--- src/rtl/store_sched.sv ---
// Store reservation slots: capture operands from dispatch or result-bus snoop,
// then issue ready stores oldest-first over a single req/ack memory write port.
module store_sched #(
   parameter int NSLOT = 2,
   parameter int DW    = 32,
   parameter int TAGW  = 8
) (
   input  logic                 clk,
   input  logic                 rst_n,
   input  logic                 alloc_valid,
   input  logic [1:0]           alloc_slot,
   input  logic                 alloc_rdy,
   input  logic [DW-1:0]        alloc_data,
   input  logic [TAGW-1:0]      alloc_qtag,
   input  logic [TAGW+DW-1:0]   addbus,
   input  logic [TAGW+DW-1:0]   multbus,
   input  logic [TAGW+DW-1:0]   loadbus,
   output logic                 mem_req,
   output logic [DW-1:0]        mem_data,
   input  logic                 mem_ack,
   output logic                 done_valid,
   output logic [TAGW-1:0]      done_tag,
   output logic [NSLOT-1:0]     slot_busy,
   output logic                 alloc_err
);
   // slot state | meaning
   // S_FREE     | unallocated
   // S_WAIT     | holding a producer tag, snooping the result buses
   // S_READY    | operand captured, eligible for arbitration
   // S_ISSUED   | owns the memory port until mem_ack
   typedef enum logic [1:0] {S_FREE, S_WAIT, S_READY, S_ISSUED} slot_st_e;

   slot_st_e          st_q    [NSLOT];
   slot_st_e          st_d    [NSLOT];
   logic [DW-1:0]     data_q  [NSLOT];
   logic [DW-1:0]     data_d  [NSLOT];
   logic [TAGW-1:0]   qtag_q  [NSLOT];
   logic [TAGW-1:0]   qtag_d  [NSLOT];
   logic [NSLOT-1:0]  older_q [NSLOT];   // older_q[i][j]: slot i is older than slot j
   logic [NSLOT-1:0]  older_d [NSLOT];
   logic              mem_req_q, mem_req_d;
   logic [DW-1:0]     mem_data_q, mem_data_d;
   logic              done_valid_q, done_valid_d;
   logic [TAGW-1:0]   done_tag_q, done_tag_d;
   logic              alloc_err_q, alloc_err_d;

   logic              ack, any_iss, found, cand, alloc_ok;
   logic [DW:0]       hit;
   logic [NSLOT-1:0]  busy;
   int                gnt, alloc_idx;

   // Tag 0 never matches; add beats mult beats load.
   function automatic logic [DW:0] snoop(input logic [TAGW-1:0] qt,
                                         input logic [TAGW+DW-1:0] ab,
                                         input logic [TAGW+DW-1:0] mb,
                                         input logic [TAGW+DW-1:0] lb);
      snoop = '0;
      if (qt != '0) begin
         if (ab[TAGW+DW-1:DW] == qt)      snoop = {1'b1, ab[DW-1:0]};
         else if (mb[TAGW+DW-1:DW] == qt) snoop = {1'b1, mb[DW-1:0]};
         else if (lb[TAGW+DW-1:DW] == qt) snoop = {1'b1, lb[DW-1:0]};
      end
   endfunction

   assign alloc_idx = int'(alloc_slot);
   assign ack       = mem_req_q & mem_ack;

   always_comb begin
      st_d         = st_q;
      data_d       = data_q;
      qtag_d       = qtag_q;
      older_d      = older_q;
      mem_req_d    = mem_req_q;
      mem_data_d   = mem_data_q;
      done_valid_d = 1'b0;
      done_tag_d   = '0;
      alloc_err_d  = 1'b0;
      any_iss      = 1'b0;
      alloc_ok     = 1'b0;
      found        = 1'b0;
      cand         = 1'b0;
      gnt          = 0;
      hit          = '0;
      busy         = '0;

      for (int i = 0; i < NSLOT; i++) begin
         busy[i] = (st_q[i] != S_FREE);
         if (st_q[i] == S_ISSUED) any_iss = 1'b1;
      end

      for (int i = 0; i < NSLOT; i++) begin
         if (st_q[i] == S_WAIT) begin
            hit = snoop(qtag_q[i], addbus, multbus, loadbus);
            if (hit[DW]) begin
               data_d[i] = hit[DW-1:0];
               st_d[i]   = S_READY;
            end
         end
         if (alloc_valid && alloc_idx == i && st_q[i] == S_FREE) begin
            alloc_ok   = 1'b1;
            older_d[i] = '0;
            for (int j = 0; j < NSLOT; j++)
               if (busy[j]) older_d[j][i] = 1'b1;
            if (alloc_rdy) begin
               data_d[i] = alloc_data;
               st_d[i]   = S_READY;
            end else begin
               hit       = snoop(alloc_qtag, addbus, multbus, loadbus);
               qtag_d[i] = alloc_qtag;
               if (hit[DW]) begin
                  data_d[i] = hit[DW-1:0];
                  st_d[i]   = S_READY;
               end else begin
                  st_d[i]   = S_WAIT;
               end
            end
         end
      end
      if (alloc_valid && !alloc_ok) alloc_err_d = 1'b1;

      // The acked slot frees after the allocation check, so it still rejects this cycle.
      for (int i = 0; i < NSLOT; i++) begin
         if (st_q[i] == S_ISSUED && ack) begin
            st_d[i]      = S_FREE;
            mem_req_d    = 1'b0;
            done_valid_d = 1'b1;
            done_tag_d   = TAGW'(32'h50 + i);
            older_d[i]   = '0;
            for (int j = 0; j < NSLOT; j++) older_d[j][i] = 1'b0;
         end
      end

      for (int i = 0; i < NSLOT; i++) begin
         if (!found && st_q[i] == S_READY) begin
            cand = 1'b1;
            for (int j = 0; j < NSLOT; j++)
               if (j != i && st_q[j] == S_READY && older_q[j][i]) cand = 1'b0;
            if (cand) begin
               found = 1'b1;
               gnt   = i;
            end
         end
      end
      if (!any_iss && found) begin
         st_d[gnt]  = S_ISSUED;
         mem_req_d  = 1'b1;
         mem_data_d = data_q[gnt];
      end
   end

   always_ff @(posedge clk or negedge rst_n) begin
      if (!rst_n) begin
         for (int i = 0; i < NSLOT; i++) begin
            st_q[i]    <= S_FREE;
            data_q[i]  <= '0;
            qtag_q[i]  <= '0;
            older_q[i] <= '0;
         end
         mem_req_q    <= 1'b0;
         mem_data_q   <= '0;
         done_valid_q <= 1'b0;
         done_tag_q   <= '0;
         alloc_err_q  <= 1'b0;
      end else begin
         st_q         <= st_d;
         data_q       <= data_d;
         qtag_q       <= qtag_d;
         older_q      <= older_d;
         mem_req_q    <= mem_req_d;
         mem_data_q   <= mem_data_d;
         done_valid_q <= done_valid_d;
         done_tag_q   <= done_tag_d;
         alloc_err_q  <= alloc_err_d;
      end
   end

   always_comb begin
      slot_busy = '0;
      for (int i = 0; i < NSLOT; i++) slot_busy[i] = (st_q[i] != S_FREE);
   end

   assign mem_req    = mem_req_q;
   assign mem_data   = mem_data_q;
   assign done_valid = done_valid_q;
   assign done_tag   = done_tag_q;
   assign alloc_err  = alloc_err_q;
endmodule

--- config.mk ---
export PLATFORM = sky130hd
export DESIGN_NAME = store_sched
export DESIGN_NICKNAME = d
export VERILOG_FILES = /design/src/rtl/store_sched.sv
export SDC_FILE = /design/constraint.sdc
export NUM_CORES = 1
export LEC_CHECK = 0
export BUFFER_PORTS_ARGS = -buffer_cell sky130_fd_sc_hd__buf_2
export CORE_ASPECT_RATIO = 1.1
export CORE_MARGIN = 1.5
export CORE_UTILIZATION = 45
export CTS_BUF_LIST = sky130_fd_sc_hd__clkbuf_4 sky130_fd_sc_hd__clkbuf_8 sky130_fd_sc_hd__clkbuf_16
export CTS_CLUSTER_DIAMETER = 80
export DETAILED_ROUTE_END_ITERATION = 10
export GPL_ROUTABILITY_DRIVEN = 0
export PLACE_DENSITY_LB_ADDON = 0.08
export SYNTH_ARGS = -nofsm -noshare
export SYNTH_HDL_FRONTEND = slang
export SYNTH_SLANG_ARGS = --single-unit
--- constraint.sdc ---
create_clock -name clk -period 3.1 [get_ports clk]
set_clock_uncertainty 0.2 [all_clocks]
set_input_delay 0.62 -clock clk [delete_from_list [all_inputs] [get_ports clk]]
set_output_delay 0.62 -clock clk [all_outputs]
set_load 0.005 [all_outputs]
== After elaboration in Yosys (flattened, before gate mapping) ==
Index checks and enable logic that the tools add are counted.
Operators by class
  order comparisons: 2
  equality and inequality tests: 16
  multiplexer cells: 78
  bitwise logic cells: 4
  reductions and logical operators: 29
Operators with widths (number)
  33-bit two-way mux: 17
  32-bit two-way mux: 13
  8-bit == test: 9
  32-bit by 2-bit greater-or-equal comparator with 1-bit output, second input constant: 1
  32-bit zero test: 1
  32-bit by 1-bit < comparator with 1-bit output, second input constant: 1
  32-bit inverter: 1
  2-bit two-way mux: 15
  1-bit two-way mux: 29
  8-bit nonzero test: 3
  1-bit logical AND: 12
  2-bit == test, second input constant: 5
  8-bit two-way mux: 1
  4-bit nonzero test: 2
  7-bit two-way mux: 1
  2-bit AND reduction: 3
  2-bit by 1-bit == test with 1-bit output, second input constant: 2
  2-bit zero test: 2
  4-bit two-way mux: 1
  4-bit bitwise OR: 1
  2-bit nonzero test: 2
  1-bit zero test: 3
  3-bit nonzero test: 1
  2-bit demux with 1-bit select: 1
  2 further kinds: 2
Word-level totals
  flip-flop bits (word level): 129
  bits of input ports: 167
  output and inout port bits: 45
  logic and storage cells: 142

== Logic depth before layout (Yosys ltp) ==
  depth after elaboration: 18
  depth in mapped cells: 10
  mapped depth without buffers: 7

== Worst setup path after synthesis ==
Ideal clock, no wire load.
  path type: input to register
  from: input alloc_qtag[0]
  to: register data_q[35] (netlist bit)
  library setup time: 126 ps
  data arrival time: 2376 ps
  data required time: 2774 ps
  slack: 398 ps
  stages on the path: 10
  path buffers: 3
  cell sequence: buf_2 > xor2_1 > nor4_4 > nand2_1 > a31oi_4 > o21ai_0 > and2_1 > buf_6 > buf_6 > a221o_1
RTL lines
  from (decl): line 14  | input logic [TAGW-1:0] alloc_qtag,
  to (signal assigned): line 166  | data_q <= data_d;
  to (decl): line 35  | logic [DW-1:0] data_q [NSLOT];

==> metrics.md <==
| Metric | Value |
|---|---|
| Mapped cell area | `8100 um2` |
| TritonCTS clock tree | `done` |
| Hold WS | `0.0292 ns` |
| Post-DP HPWL | `20100 um` |
| Crit-path max cell delay | `0.46 ns` |
| Placed insts | `1260` |
| Area added between synthesis and finish | `26.8%` |
| Slew @ Worst Pin | `0.788 ns` |
| Tmin final | `2.75 ns` |
| Arrival time at the worst endpoint | `2.85 ns` |
| Fin cells | `1292` |
| Post-Route WL | `30900 um` |
| Final period util | `0.887` |
| Number of synthesized flops with an enable pin | `0` |
| TritonCTS buffer count | `17` |
| Vias in the first global route | `8592` |
| Status | `finished clean` |
| Gates resized, CTS repair | `0` |
| Crit path capture type | `flop` |
| Sequential area share after synthesis | `0.377` |
| Critical-path cell list | `xor2_1 -> nor4_2 -> and2_1 -> o31a_1 -> nand3b_2 -> and2_1 -> buf_12 -> a221o_1` |
| Sw frac | `0.354` |
| Async set or reset register ratio after synthesis | `1.00` |
| Hold Path Class | `input pin to asynchronous set/reset pin` |
| Post-synth cell types | `54` |
| Clock buffer depth | `2` |
| Synth Instances | `856` |
| Int Pwr | `4.74 mW` |
| Fmax | `364 MHz` |
| Share of layout cells above drive strength 1 | `0.316` |
| Total gr overflow | `0` |
| Critical Path RT | `3.20 ns` |
| Buffer and inverter count on the worst path | `1` |
| Max cap viols | `0` |
| Combinational Power Share | `0.324` |
| Reg2Reg Depth | `8` |
| Synth area leader | `dfrtp_1` |
| Predominant post-synthesis flop cell | `dfrtp_1` |
| Number of H-tree levels | `4` |
| Avg Cell Area, Syn | `9.47 um2` |
| Register clock-pin slew on the reported worst setup and hold paths | `0.06 ns` |
| I/O Pins | `212` |
| Die H | `144 um` |
| First-pass GRT wire length | `47200 um` |
| Final setup viols | `0` |
| Setup Fix Bufs, Post-CTS | `0` |
| Avg WL per Cell | `23.9 um` |
| Initial cell density of the core | `0.458` |
| Slowest stage cell, crit path | `dfrtp_1` |
| Largest net degree at the start of global routing | `47` |
| Root buffer cell | `clkbuf_16` |
| Slew Limit Headroom | `0.473` |
| Sequential Power Share | `0.393` |
| Peak supply drop | `664 uV` |
| Worst-Skew Late Latency | `0.42 ns` |
| Yosys top cell area share | `0.377` |
| CP delay by family, top | `simple AND/OR/NAND/NOR gates` |
| Area contributors post-synth | `dfrtp_1 (38%), a221o_1 (7.2%), a221oi_1 (5.4%)` |
| TNS Setup | `0 ns` |
| Clock power share | `0.283` |
| Pwr/cell area | `714 nW/um2` |
| Crit path depth | `8` |
| RSZ-0062 raised after global routing | `no` |
| Row Count | `51` |
| Slew Limit Fails | `0` |
| Most frequent CP cell | `and2_1` |
| CP Max Fanout | `29` |
| Startpoint Class | `flop` |
| Drt first pass iters | `6` |
| #FFs+latches synth | `122` |
| Overall power | `7.33 mW` |
| Vias/cell | `6.63` |
| Antenna fix cells | `0` |
| Core ar. | `17700 um2` |
| Leakage Power | `4.72 nW` |
| Initial drt markers | `1000` |
| DIE WIDTH | `131 um` |
| GRT Util Overall | `0.332` |
| Fin. Hold Viols | `0` |
| Synth Warn # | `0` |
| Via count | `8562` |
| Sw Pwr | `2.59 mW` |
| Nets | `1208` |
| Initial antenna violation count | `0` |
| CTS Hold Bufs | `0` |
| Crit Path Class | `flop to flop` |
| Number of remaining DRC errors | `0` |
| Port Buffer Count | `206` |
| Die area | `18800 um2` |
| Routed Antenna Nets | `0` |
| Total clock sinks | `122` |
cell type report:
type / instances / area, um2
Clock buffer: 19 / 447
Clock inverter: 13 / 169
Fill cell: 1624 / 7400
Inverter: 39 / 146
Multi-Input combinational cell: 602 / 4550
Sequential cell: 122 / 3050
Tap cell: 238 / 298
Timing Repair Buffer: 259 / 1610
power groups by stage:
| stage | clock (mW) | combinational [mW] | sequential [mW] |
|---|---|---|---|
| detailed placement | 0 | 2.36 | 2.88 |
| global route | 2.18 | 2.61 | 2.96 |
| finish | 2.08 | 2.38 | 2.88 |
| CTS | 2.10 | 2.37 | 2.86 |
| global placement | 0 | 2.32 | 2.88 |
| floorplan | 0 | 1.54 | 2.69 |
cells in the mapped netlist (2+ instances only):
master	number
buf_2	18
and3_1	12
nand3b_1	3
mux2_2	16
o31ai_1	3
a22o_1	6
a222oi_1	32
and3b_1	2
o221ai_1	19
dfrtp_1	122
or3_1	25
a21oi_1	13
buf_6	4
or2_2	6
a211o_1	28
nand3_1	21
and4_1	2
nand2_1	11
inv_1	39
nor3_1	39
nand4_1	10
o211ai_1	3
o21ai_0	25
o21bai_1	2
nor4_2	2
nor4_4	2
clkbuf_1	65
nor4_1	8
xor2_1	32
buf_4	8
xnor2_1	40
a211oi_1	8
nor2_1	69
a32oi_1	22
a221o_1	58
a22oi_1	4
a32o_1	2
nand2b_1	5
a221oi_1	50
or4_1	2
buf_1	2
and2_1	4
layout by cell type (no fill, tap or decap), drive strengths merged, types with 26 or more instances in the layout:
cell    instances
buf           259
dfrtp         122
nor2           70
a221o          58
a221oi         50
xnor2          40
inv            40
nor3           40
xor2           32
a222oi         32
a211o          28
o21ai          26
cell families after synthesis:
| kind of cell | after synthesis | share of synthesized area |
|---|---|---|
| simple gates | 228 | 0.151 |
| compound gates | 281 | 0.299 |
| xor+xnor | 72 | 0.0778 |
| flops | 122 | 0.377 |
| buf+inv | 136 | 0.0732 |
| other cells | 1 | 0.000463 |
| mux | 16 | 0.0222 |
sequential cells by signal, summed over array words and instances, names as in the netlist:
| register | count |
|---|---|
| data_q | 64 |
| mem_data | 32 |
| qtag_q | 16 |
| st_q | 4 |
| done_tag | 2 |
| older_q | 2 |
| alloc_err | 1 |
| mem_req | 1 |
worst paths after layout:
path,slack [ns],startpoint,endpoint
worst max-delay path,0.35,qtag_q[8],data_q[38]
worst min-delay path,0.03,rst_n,data_q[23]
worst max register to register,0.35,qtag_q[8],data_q[38]
worst min register to register,0.29,mem_data[4],mem_data[4]
max in group asynchronous,2.00,rst_n,data_q[35]
min in group clk,0.27,alloc_valid,alloc_err
stage by stage:
stage          setup slack [ns]  instance area [um2]  utilization
6_report                  0.350                10300        0.581
5_1_grt                   0.299                10300        0.581
4_1_cts                   0.348                10300        0.581
3_5_place_dp             0.0513                 9660        0.546
3_3_place_gp             0.0919                 9660        0.546
2_1_floorplan             0.398                 8120            -
metal layers:
metal	global-route usage	share of wire	vias up
met5	0	0	-
met4	0.145	0.028	0
met3	0.0592	0.095	87
met2	0.542	0.48	591
met1	0.430	0.40	4139
li1	-	-	3745
worst register-to-register path, cell delays in order, from the launching register on:
cell and delay, ns:
dfrtp_1 0.46, xor2_1 0.21, nor4_2 0.37, and2_1 0.20
o31a_1 0.25, nand3b_2 0.15, and2_1 0.23, buf_12 0.19
a221o_1 0.37
Note: power is estimated with default switching activity, not from simulation.
